File: src/rtl/ntt_pkg.sv
// Shared NTT constants, Barrett reduction constant and twiddle-generator state type.
// Imported by twiddle_gen, its interface and the mod_mul datapath.
package ntt_pkg;

    localparam int DATA_SIZE = 13;
    localparam int RING_SIZE = 256;
    localparam int LOG_N     = $clog2(RING_SIZE);
    localparam int HALF_N    = RING_SIZE / 2;

    localparam logic [DATA_SIZE-1:0] Q = 13'h1e01;

    // floor(2^(2*DATA_SIZE) / Q); one bit wider than a coefficient
    localparam int BARRETT_K = 2 * DATA_SIZE;
    localparam int MU_W      = DATA_SIZE + 1;
    localparam logic [MU_W-1:0] BARRETT_MU = MU_W'((64'd1 << BARRETT_K) / 64'(Q));

    // First stage index that is out of range for an N-point transform
    localparam logic [LOG_N-1:0] STAGE_LIMIT = LOG_N'(LOG_N);
    // Handshake count of the final twiddle in a stage
    localparam logic [LOG_N-1:0] CNT_LAST    = LOG_N'(HALF_N - 1);

    typedef enum logic [1:0] {
        ST_IDLE = 2'd0,
        ST_RUN  = 2'd1,
        ST_FIN  = 2'd2
    } state_e;

    // Any DATA_SIZE-bit value is below 2*Q, so one subtract fully reduces it
    function automatic logic [DATA_SIZE-1:0] reduce_once(input logic [DATA_SIZE-1:0] x);
        return (x >= Q) ? (x - Q) : x;
    endfunction

endpackage

File: src/rtl/twiddle_gen_if.sv
// Request/stream bundle between a stage sequencer and twiddle_gen.
// Inverse-root ports exist only when TWIDDLE_GEN_INV_EN is defined.
interface twiddle_gen_if;
    import ntt_pkg::*;

    logic                 start;
    logic [LOG_N-1:0]     stage_i;
    logic [DATA_SIZE-1:0] omega_i;
`ifdef TWIDDLE_GEN_INV_EN
    logic                 inverse_i;
    logic [DATA_SIZE-1:0] omega_inv_i;
`endif
    logic                 ready_i;
    logic [DATA_SIZE-1:0] twiddle_o;
    logic                 valid_o;
    logic                 busy_o;
    logic                 done_o;

    // Sequencer / consumer side
    modport master (
        output start, stage_i, omega_i, ready_i,
`ifdef TWIDDLE_GEN_INV_EN
        output inverse_i, omega_inv_i,
`endif
        input  twiddle_o, valid_o, busy_o, done_o
    );

    // Generator side
    modport slave (
        input  start, stage_i, omega_i, ready_i,
`ifdef TWIDDLE_GEN_INV_EN
        input  inverse_i, omega_inv_i,
`endif
        output twiddle_o, valid_o, busy_o, done_o
    );

endinterface

File: src/rtl/mod_mul.sv
// Combinational a*b mod Q via Barrett reduction. Operands must already be < Q;
// then the Barrett remainder is < 2Q and a single conditional subtract finishes.
module mod_mul
    import ntt_pkg::*;
(
    input  logic [DATA_SIZE-1:0] a_i,
    input  logic [DATA_SIZE-1:0] b_i,
    output logic [DATA_SIZE-1:0] p_o
);

    localparam int PW = 2 * DATA_SIZE;
    localparam int XW = PW + MU_W;
    localparam int RW = DATA_SIZE + 1;

    logic [PW-1:0] prod;
    logic [RW-1:0] qhat;
    logic [PW-1:0] qq;
    logic [RW-1:0] rem;

    // product, quotient estimate, remainder and final correction
    always_comb begin
        prod = PW'(a_i) * PW'(b_i);
        qhat = RW'((XW'(prod) * XW'(BARRETT_MU)) >> BARRETT_K);
        qq   = PW'(qhat) * PW'(Q);
        rem  = RW'(prod - qq);
        if (rem >= RW'(Q)) begin
            rem = rem - RW'(Q);
        end
        p_o = rem[DATA_SIZE-1:0];
    end

endmodule

File: src/rtl/twiddle_gen.sv
// Streams omega^j mod Q for one radix-2 NTT stage: j = 0..m-1 inner, groups outer,
// N/2 values per run, one modular multiply per output.
// Optional inverse-root selection is compiled in with `define TWIDDLE_GEN_INV_EN.
module twiddle_gen
    import ntt_pkg::*;
(
    input  logic          clk,
    input  logic          reset,
    twiddle_gen_if.slave  bus
);

    state_e               state_q, state_d;
    logic [LOG_N-1:0]     stage_q, stage_d;
    logic [DATA_SIZE-1:0] omega_q, omega_d;
    logic [DATA_SIZE-1:0] tw_q, tw_d;
    logic [LOG_N-1:0]     j_q, j_d;
    logic [LOG_N-1:0]     cnt_q, cnt_d;

    logic [DATA_SIZE-1:0] omega_sel;
    logic [DATA_SIZE-1:0] tw_next;
    logic [LOG_N-1:0]     j_last;
    logic                 accept;
    logic                 hs;

    mod_mul u_mod_mul (
        .a_i (tw_q),
        .b_i (omega_q),
        .p_o (tw_next)
    );

    // start acceptance, handshake and root selection
    always_comb begin
`ifdef TWIDDLE_GEN_INV_EN
        omega_sel = bus.inverse_i ? bus.omega_inv_i : bus.omega_i;
`else
        omega_sel = bus.omega_i;
`endif
        accept = (state_q == ST_IDLE) && bus.start && (bus.stage_i < STAGE_LIMIT);
        hs     = (state_q == ST_RUN) && bus.ready_i;
        j_last = LOG_N'((32'd1 << stage_q) - 32'd1);
    end

    // state register and datapath flops
    always_ff @(posedge clk) begin
        if (reset) begin
            state_q <= ST_IDLE;
            stage_q <= '0;
            omega_q <= '0;
            tw_q    <= '0;
            j_q     <= '0;
            cnt_q   <= '0;
        end else begin
            state_q <= state_d;
            stage_q <= stage_d;
            omega_q <= omega_d;
            tw_q    <= tw_d;
            j_q     <= j_d;
            cnt_q   <= cnt_d;
        end
    end

    // next state: IDLE -> RUN on accepted start, RUN -> FIN on last handshake
    always_comb begin
        state_d = state_q;
        case (state_q)
            ST_IDLE: if (accept) state_d = ST_RUN;
            ST_RUN:  if (hs && (cnt_q == CNT_LAST)) state_d = ST_FIN;
            ST_FIN:  state_d = ST_IDLE;
            default: state_d = ST_IDLE;
        endcase
    end

    // latch stage parameters on start; step the power on each handshake
    always_comb begin
        stage_d = stage_q;
        omega_d = omega_q;
        tw_d    = tw_q;
        j_d     = j_q;
        cnt_d   = cnt_q;
        if (accept) begin
            stage_d = bus.stage_i;
            omega_d = reduce_once(omega_sel);
            tw_d    = DATA_SIZE'(1);
            j_d     = '0;
            cnt_d   = '0;
        end else if (hs) begin
            cnt_d = cnt_q + 1'b1;
            // wrap to omega^0 at each group boundary rather than multiplying on
            if (j_q == j_last) begin
                j_d  = '0;
                tw_d = DATA_SIZE'(1);
            end else begin
                j_d  = j_q + 1'b1;
                tw_d = tw_next;
            end
        end
    end

    // Moore outputs decoded from state
    always_comb begin
        bus.valid_o   = (state_q == ST_RUN);
        bus.busy_o    = (state_q == ST_RUN);
        bus.done_o    = (state_q == ST_FIN);
        bus.twiddle_o = tw_q;
    end

endmodule

File: src/flat_wrapper.sv
// flat-port wrapper written by rule: the top's interface ports become plain ports
module twiddle_gen_flat import ntt_pkg::*;
  (clk, reset, bus_start, bus_stage_i, bus_omega_i, bus_ready_i, bus_twiddle_o, bus_valid_o, bus_busy_o, bus_done_o);
  twiddle_gen_if bus_i ();
  input  logic clk;
  input  logic reset;
  input wire logic [$bits(bus_i.start)-1:0] bus_start;
  input wire logic [$bits(bus_i.stage_i)-1:0] bus_stage_i;
  input wire logic [$bits(bus_i.omega_i)-1:0] bus_omega_i;
  input wire logic [$bits(bus_i.ready_i)-1:0] bus_ready_i;
  output wire logic [$bits(bus_i.twiddle_o)-1:0] bus_twiddle_o;
  output wire logic [$bits(bus_i.valid_o)-1:0] bus_valid_o;
  output wire logic [$bits(bus_i.busy_o)-1:0] bus_busy_o;
  output wire logic [$bits(bus_i.done_o)-1:0] bus_done_o;
  assign bus_i.start = bus_start;
  assign bus_i.stage_i = bus_stage_i;
  assign bus_i.omega_i = bus_omega_i;
  assign bus_i.ready_i = bus_ready_i;
  assign bus_twiddle_o = bus_i.twiddle_o;
  assign bus_valid_o = bus_i.valid_o;
  assign bus_busy_o = bus_i.busy_o;
  assign bus_done_o = bus_i.done_o;
  twiddle_gen u_core (.clk(clk), .reset(reset), .bus(bus_i));
endmodule
File: config.mk
export PLATFORM = sky130hd
export DESIGN_NAME = twiddle_gen_flat
export DESIGN_NICKNAME = d
export VERILOG_FILES = /design/src/rtl/ntt_pkg.sv /design/src/rtl/twiddle_gen_if.sv /design/src/rtl/mod_mul.sv /design/src/rtl/twiddle_gen.sv /design/src/flat_wrapper.sv
export SDC_FILE = /design/constraint.sdc
export NUM_CORES = 1
export LEC_CHECK = 0
export BUFFER_PORTS_ARGS = -buffer_cell sky130_fd_sc_hd__buf_2
export CORE_MARGIN = 10
export CORE_UTILIZATION = 43
export CTS_CLUSTER_DIAMETER = 40
export DETAILED_ROUTE_END_ITERATION = 8
export PLACE_DENSITY = 0.57
export SETUP_SLACK_MARGIN = 0.5
export SYNTH_ARGS = -nofsm -noshare
export SYNTH_HDL_FRONTEND = slang
export SYNTH_SLANG_ARGS = --single-unit
export TNS_END_PERCENT = 10
File: constraint.sdc
create_clock -name clk -period 14.2 [get_ports clk]
set_input_delay 1.42 -clock clk [delete_from_list [all_inputs] [get_ports clk]]
set_output_delay 1.42 -clock clk [all_outputs]
set_load 0.005 [all_outputs]
==> summary.md, run 1 <==
| Metric | Value |
|---|---|
| Placed instance area | `0.01235 mm2` |
| Minimum clock period | `13.16 ns` |
| Total length of routed wires | `between 20,000 and 30,000 um` |
| Most common cell after layout, fill and taps aside | `inv_1` |
| CTS root buffer | `clkbuf_16` |
| Die ar. | `approximately 0.034 mm2` |
| Max Buffers Root-to-Sink | `2` |
| CP peak stage delay | `~0.58 ns` |
| Syn_area_per_cell | `approximately 8.5 um2` |
| Ant. Diodes | `0` |
| Hold Buf Count CTS | `0` |
| Final Util | `46.82%` |
| Worst-path fanout max | `14` |
| Status | `finished, final reports clean` |
| Drt pass-1 iters | `4` |
| Crit Reg-Reg Endpoint | `u_core.bus.twiddle_o[5]` |
| CTS tree | `done` |
| GRT overflow | `0` |
| Static Leakage | `about 7 nW` |
| Setup TNS | `0 ns` |
| HP Class | `reg2reg` |
| CTS Buf Count | `5` |
| Final net count | `approximately 1,800` |
| Post-Syn Area | `between 0.01 and 0.015 mm2` |
| Post-synth top area share | `around a quarter` |
| Asr flop ratio synth | `0%` |
| Register area share after synthesis | `8.842%` |
| First-pass GRT wire length | `48,990 um` |
| Die width | `185.5 um` |
| Initial antenna violation count | `0` |
| Final Slew Violations | `0` |
| GRT Total Usage | `approximately 18%` |
| RR Startpoint | `u_core.omega_q[3]` |
| GPL Wtd Cong | `between 0.8 and 0.9` |
| Crit. Startpoint | `u_core.omega_q[3]` |
| Post-synth EDFFs | `0` |
| Layout cells sized above 1 | `7.698%` |
| Most used cell, CP | `fa_1` |
| Slew Limit Headroom | `39.01%` |
| Internal reg-to-reg setup slack | `1.04 ns` |
| I/O pin cnt | `41` |
| Vias per cell | `between 5 and 6` |
| Via total after detailed routing | `about 9,300` |
| CORE AREA | `0.02695 mm2` |
| Clock skew | `approximately 0.008 ns` |
| Worst setup SP type | `flip-flop` |
| Slowest CP cell | `fa_1` |
| Synth warn | `0` |
| Peak Freq | `between 70 and 80 MHz` |
| Top cells by area, synth | `fa_1 (24%), ha_1 (21%), dfxtp_1 (8.8%)` |
| Post-Synthesis Cells | `1,388` |
| CP Capture Point | `u_core.bus.twiddle_o[5]` |
| Mapped Nets | `1,750` |
| Unrepaired setup endpoints after global routing | `no` |
| Final Setup Violations | `0` |
| Initial Util | `43.69%` |
| Synth area leader | `fa_1` |
| DRC violations left | `0` |
| PD cells | `between 20 and 25 mW/mm2` |
| Largest net degree at the start of global routing | `24` |
| Max cap viols | `0` |
| Clk_lat worst skew | `0.30 ns` |
| Worst EP required | `14.39 ns` |
| DPL Wire Length | `between 20,000 and 25,000 um` |
| Crit share post-route | `between 90% and 100%` |
| WL per Instance | `between 15 and 20 um` |
| CTS sink cnt | `52` |
| Worst-path clk slew | `roughly 0.07 ns` |
| Most frequent cells in the layout | `inv_1 (234), ha_1 (193), fa_1 (144), nand2_1 (138), and2_1 (106)` |
| R2R depth | `51` |
| Number of DRC markers in iteration 0 | `between 500 and 600` |
| Count of different cell masters after synthesis | `77` |
| Fillers | `between 2,000 and 3,000` |
| Vias in the first global route | `between 9,000 and 10,000` |
| H-tree depth | `2` |
| Antenna-violating nets left | `0` |
| Least-Margin Pin Slew | `around 0.9 ns` |
| Peak VDD IR | `between 30 and 40 uV` |
| Worst Path Arrival | `13.35 ns` |
| P&R area growth vs syn | `7.184%` |
| Die span in y | `185.5 um` |
| Crit path kind | `reg2reg` |
| Final Hold Fails | `0` |
| CP Capture Type | `flip-flop` |
| Fin area | `between 0.01 and 0.015 mm2` |
| I/O Buffers | `40` |
| Number of synthesized register bits | `52` |
| Synth Flop Type | `dfxtp_1` |
| Num rows | `60` |
[final cells by class]
| cell class | instances | area (um2) | area share [%] |
|---|---|---|---|
| Multi-Input combinational cell | 1059 | 9732 | 77.12 |
| Sequential cell | 52 | 1050 | 8.318 |
| Inverter | 234 | 878.3 | 6.960 |
| Tap cell | 341 | 426.7 | 3.381 |
| Timing Repair Buffer | 63 | 385.4 | 3.054 |
| Clock buffer | 5 | 125.1 | 0.9915 |
| Clock inverter | 3 | 22.52 | 0.1785 |
[cells in the mapped netlist (all sizes together), types with 31 or more instances]
cell and number:
nor2 71, and2 107, xnor2 40, a21oi 50, xor2 33, fa 144, inv 234, ha 193
nand2 138, o21ai 31, dfxtp 52, clkbuf 38
[logic make-up after synthesis]
kind of cell | share of synthesized area (%)
AND/OR/NAND/NOR | 19.62
flip-flops | 8.842
buffers and inverters | 9.054
adder cells (fa/ha/maj) | 44.99
XOR/XNOR | 5.686
multiplexers | 0.7970
AO/OA/AOI/OAI | 11.01
[flip-flops by register name, indices dropped and copies added, names as in the netlist]
signal / flops
u_core.bus.twiddle_o: 13
u_core.cnt_q: 8
u_core.j_q: 8
u_core.omega_q: 13
u_core.stage_q: 8
u_core.state_q: 2
[power by group]
group          internal [mW]  switching, mW  total (mW)
clock                 0.0662         0.0608       0.127
sequential             0.146        0.00210       0.148
combinational        0.00666         0.0105      0.0172
total                  0.219         0.0734       0.293
[metal layers]
metal | vias up | wire (um) | GRT usage [%]
li1 | 4600 | - | -
met1 | 4519 | 14210 | 24.93
met2 | 155 | 14080 | 29.50
met3 | 17 | 1070 | 1.638
met4 | 0 | 222 | 1.918
met5 | - | 0 | 0
[worst max-delay path: cells and delay by family, from the launching register on]
kind / cells / cell delay, ns
adders and majority gates: 15 / 6.20
muxes: 1 / 0.18
DFF: 1 / 0.39
and+or+nand+nor: 4 / 1.34
buffers and inverters: 8 / 0.55
xor gates and xnor gates: 8 / 1.41
AOI/OAI and AO/OA: 15 / 2.92
[stage by stage]
step                worst slack (ns)  hold slack (ns)  power [mW]  cells
floorplan                      1.491           0.4205      0.1607   1388
global placement              0.8801           0.4357      0.1685   1743
detailed placement            0.6229           0.4399      0.1687   1743
CTS                           0.5807           0.4587      0.2963   1751
global route                  0.4989           0.4743      0.3044   1757
finish                         1.041           0.4555      0.2925   1757
[worst min-delay path by stage]
stage                 startpoint           endpoint  slack, ns  depth (start not counted)
6_report       u_core.stage_q[5]  u_core.stage_q[5]       0.46                          1
5_1_grt        u_core.stage_q[5]  u_core.stage_q[5]       0.47                          1
4_1_cts        u_core.stage_q[5]  u_core.stage_q[5]       0.46                          1
3_5_place_dp   u_core.stage_q[5]  u_core.stage_q[5]       0.44                          1
3_3_place_gp   u_core.stage_q[3]  u_core.stage_q[3]       0.44                          1
2_1_floorplan  u_core.stage_q[6]  u_core.stage_q[6]       0.42                          1
[repair_timing]
item,CTS,global route
setup buffers,0,5
setup endpoints to repair,0,12
resized for setup,0,18
No activity file was read; power rests on OpenSTA's default activity.
==> run 2, diff against run 1 <==
--- a/config.mk
+++ b/config.mk
@@ -9,8 +9,10 @@
 export CORE_MARGIN = 10
 export CORE_UTILIZATION = 43
 export CTS_CLUSTER_DIAMETER = 40
+export CTS_CLUSTER_SIZE = 16
 export DETAILED_ROUTE_END_ITERATION = 8
 export PLACE_DENSITY = 0.57
+export RECOVER_POWER = 25
 export SETUP_SLACK_MARGIN = 0.5
 export SYNTH_ARGS = -nofsm -noshare
 export SYNTH_HDL_FRONTEND = slang
==> run 2 against run 1 <==
Effect of this change:
- clock skew about the same
- combinational power hardly changed
- sequential power about the same
- critical endpoint unchanged
==> summary.md, run 2 (synthesized netlist as in run 1, its figures left out) <==
| Metric | Value |
|---|---|
| Initial Util | `43.69%` |
| Drt pass-1 iters | `5` |
| Final Slew Violations | `0` |
| Number of placed instances, taps included | `about 1,700` |
| Final Util | `46.76%` |
| WL per Instance | `~17 um` |
| Crit Reg-Reg Endpoint | `u_core.bus.twiddle_o[5]` |
| Slew Limit Headroom | `between 20% and 30%` |
| Die ar. | `approximately 0.034 mm2` |
| Ant. Diodes | `0` |
| Most common cell after layout, fill and taps aside | `inv_1` |
| HP Class | `reg2reg` |
| Fillers | `about 2,700` |
| Total length of routed wires | `29,600 um` |
| Vias in the first global route | `roughly 9,300` |
| P&R area growth vs syn | `7.035%` |
| Crit path kind | `reg2reg` |
| Most frequent cells in the layout | `inv_1 (234), ha_1 (193), fa_1 (144), nand2_1 (138), and2_1 (102)` |
| Max Buffers Root-to-Sink | `2` |
| Peak Freq | `approximately 75 MHz` |
| R2R depth | `46` |
| Crit share post-route | `94.27%` |
| Worst-path clk slew | `roughly 0.070 ns` |
| CORE AREA | `about 0.027 mm2` |
| GPL Wtd Cong | `about 0.87` |
| Internal reg-to-reg setup slack | `between 0.8 and 0.9 ns` |
| Worst setup SP type | `flip-flop` |
| Worst-path fanout max | `10` |
| Largest net degree at the start of global routing | `24` |
| Finished Layout Cells | `roughly 1,800` |
| CP peak stage delay | `0.58 ns` |
| Clk_lat worst skew | `approximately 0.30 ns` |
| Placed instance area | `0.01235 mm2` |
| Num rows | `60` |
| Final Setup Violations | `0` |
| I/O pin cnt | `41` |
| Peak VDD IR | `37.58 uV` |
| Status | `finished, final reports clean` |
| RR Startpoint | `u_core.bus.twiddle_o[2]` |
| DRC violations left | `0` |
| DPL Wire Length | `around 25,000 um` |
| Clock skew | `between 0.007 and 0.008 ns` |
| Least-Margin Pin Slew | `between 1 and 1.5 ns` |
| Slowest CP cell | `fa_1` |
| CTS sink cnt | `52` |
| Crit. Startpoint | `u_core.bus.twiddle_o[2]` |
| Hold Startpoint | `u_core.stage_q[5]` |
| Vias per cell | `about 5.3` |
| I/O Buffers | `40` |
| Max cap viols | `0` |
| PD cells | `~23 mW/mm2` |
| Worst EP required | `~14 ns` |
| Layout cells sized above 1 | `~7.3%` |
| GRT overflow | `0` |
| Final Hold Fails | `0` |
| Most used cell, CP | `fa_1` |
| Initial antenna violation count | `0` |
| Unrepaired setup endpoints after global routing | `no` |
| Worst Path Arrival | `13.58 ns` |
| Setup TNS | `0 ns` |
| First-pass GRT wire length | `slightly below 50,000 um` |
| Antenna-violating nets left | `0` |
| Hold Buf Count CTS | `0` |
| CTS tree | `done` |
| CTS root buffer | `clkbuf_16` |
| Die width | `185.5 um` |
| Fin area | `~0.013 mm2` |
| Final net count | `roughly 1,800` |
| Number of DRC markers in iteration 0 | `around 520` |
| GRT Total Usage | `17.69%` |
| CP Capture Type | `flip-flop` |
| Minimum clock period | `approximately 13 ns` |
| Static Leakage | `between 6 and 7 nW` |
| Die span in y | `about 190 um` |
| H-tree depth | `2` |
| CTS Buf Count | `5` |
| Via total after detailed routing | `around 9,300` |
| Worst Hold Path Cells | `1` |
| Hold Path End | `u_core.stage_q[5]` |
[run 2: cell types whose count changed in the layout (fill, tap and decap cells not counted)]
cell	previous run	this run
dfxtp_2	7	6
buf_4	22	18
dfxtp_1	45	46
and2_0	0	4
and2_1	106	102
buf_2	40	39
clkbuf_1	0	5
[run 2: critical path, delay by kind of cell (launching register included)]
kind                       cells  cell delay, ns
muxes                          1            0.19
AOI/OAI and AO/OA              6            1.47
xor gates and xnor gates       8            1.54
buffers and inverters          8            1.08
and+or+nand+nor                8            1.82
DFF                            1            0.43
adders and majority gates     15            6.73
[run 2: worst max path at each step]
stage | slack [ns] | depth (start not counted) | endpoint
after global routing | 0.31 | 44 | u_core.bus.twiddle_o[5]
after floorplan | 1.49 | 50 | u_core.bus.twiddle_o[5]
after detailed placement | 0.62 | 49 | u_core.bus.twiddle_o[0]
after CTS | 0.58 | 49 | u_core.bus.twiddle_o[0]
after global placement | 0.88 | 50 | u_core.bus.twiddle_o[0]
final | 0.81 | 46 | u_core.bus.twiddle_o[5]
[run 2: metrics by stage]
step / setup WS [ns] / power, mW / hold WS, ns
floorplan: 1.491 / 0.1607 / 0.4205
global placement: 0.8801 / 0.1685 / 0.4357
detailed placement: 0.6229 / 0.1687 / 0.4399
CTS: 0.5807 / 0.2963 / 0.4587
global route: 0.3052 / 0.3044 / 0.4743
finish: 0.8141 / 0.2929 / 0.4555
[run 2: layout make-up]
type	count	area [um2]	area share [%]
Sequential cell	52	1049	8.320
Inverter	234	878.3	6.970
Timing Repair Buffer	63	369.1	2.929
Tap cell	341	426.7	3.386
Clock buffer	5	125.1	0.9929
Clock inverter	3	22.52	0.1787
Multi-Input combinational cell	1059	9732	77.22
[run 2: metal layers]
| layer | vias to the layer above | share of wire [%] | global-route usage, % |
|---|---|---|---|
| li1 | 4603 | - | - |
| met1 | 4532 | 48 | 24.93 |
| met2 | 146 | 48 | 29.50 |
| met3 | 15 | 3.6 | 1.638 |
| met4 | 0 | 0.74 | 1.918 |
| met5 | - | 0 | 0 |
[run 2: where the power goes]
part	total, mW	internal [mW]	switching (mW)
Combinational	0.0172	0.00665	0.0105
Sequential	0.148	0.146	0.00212
Clock	0.127	0.0662	0.0611
Total	0.293	0.219	0.0738
[run 2: what timing repair did]
action                     4_1_cts  5_1_grt
setup buffers                    0        5
setup endpoints to repair        0       12
resized for setup                0       18
hold endpoints to repair         0        0
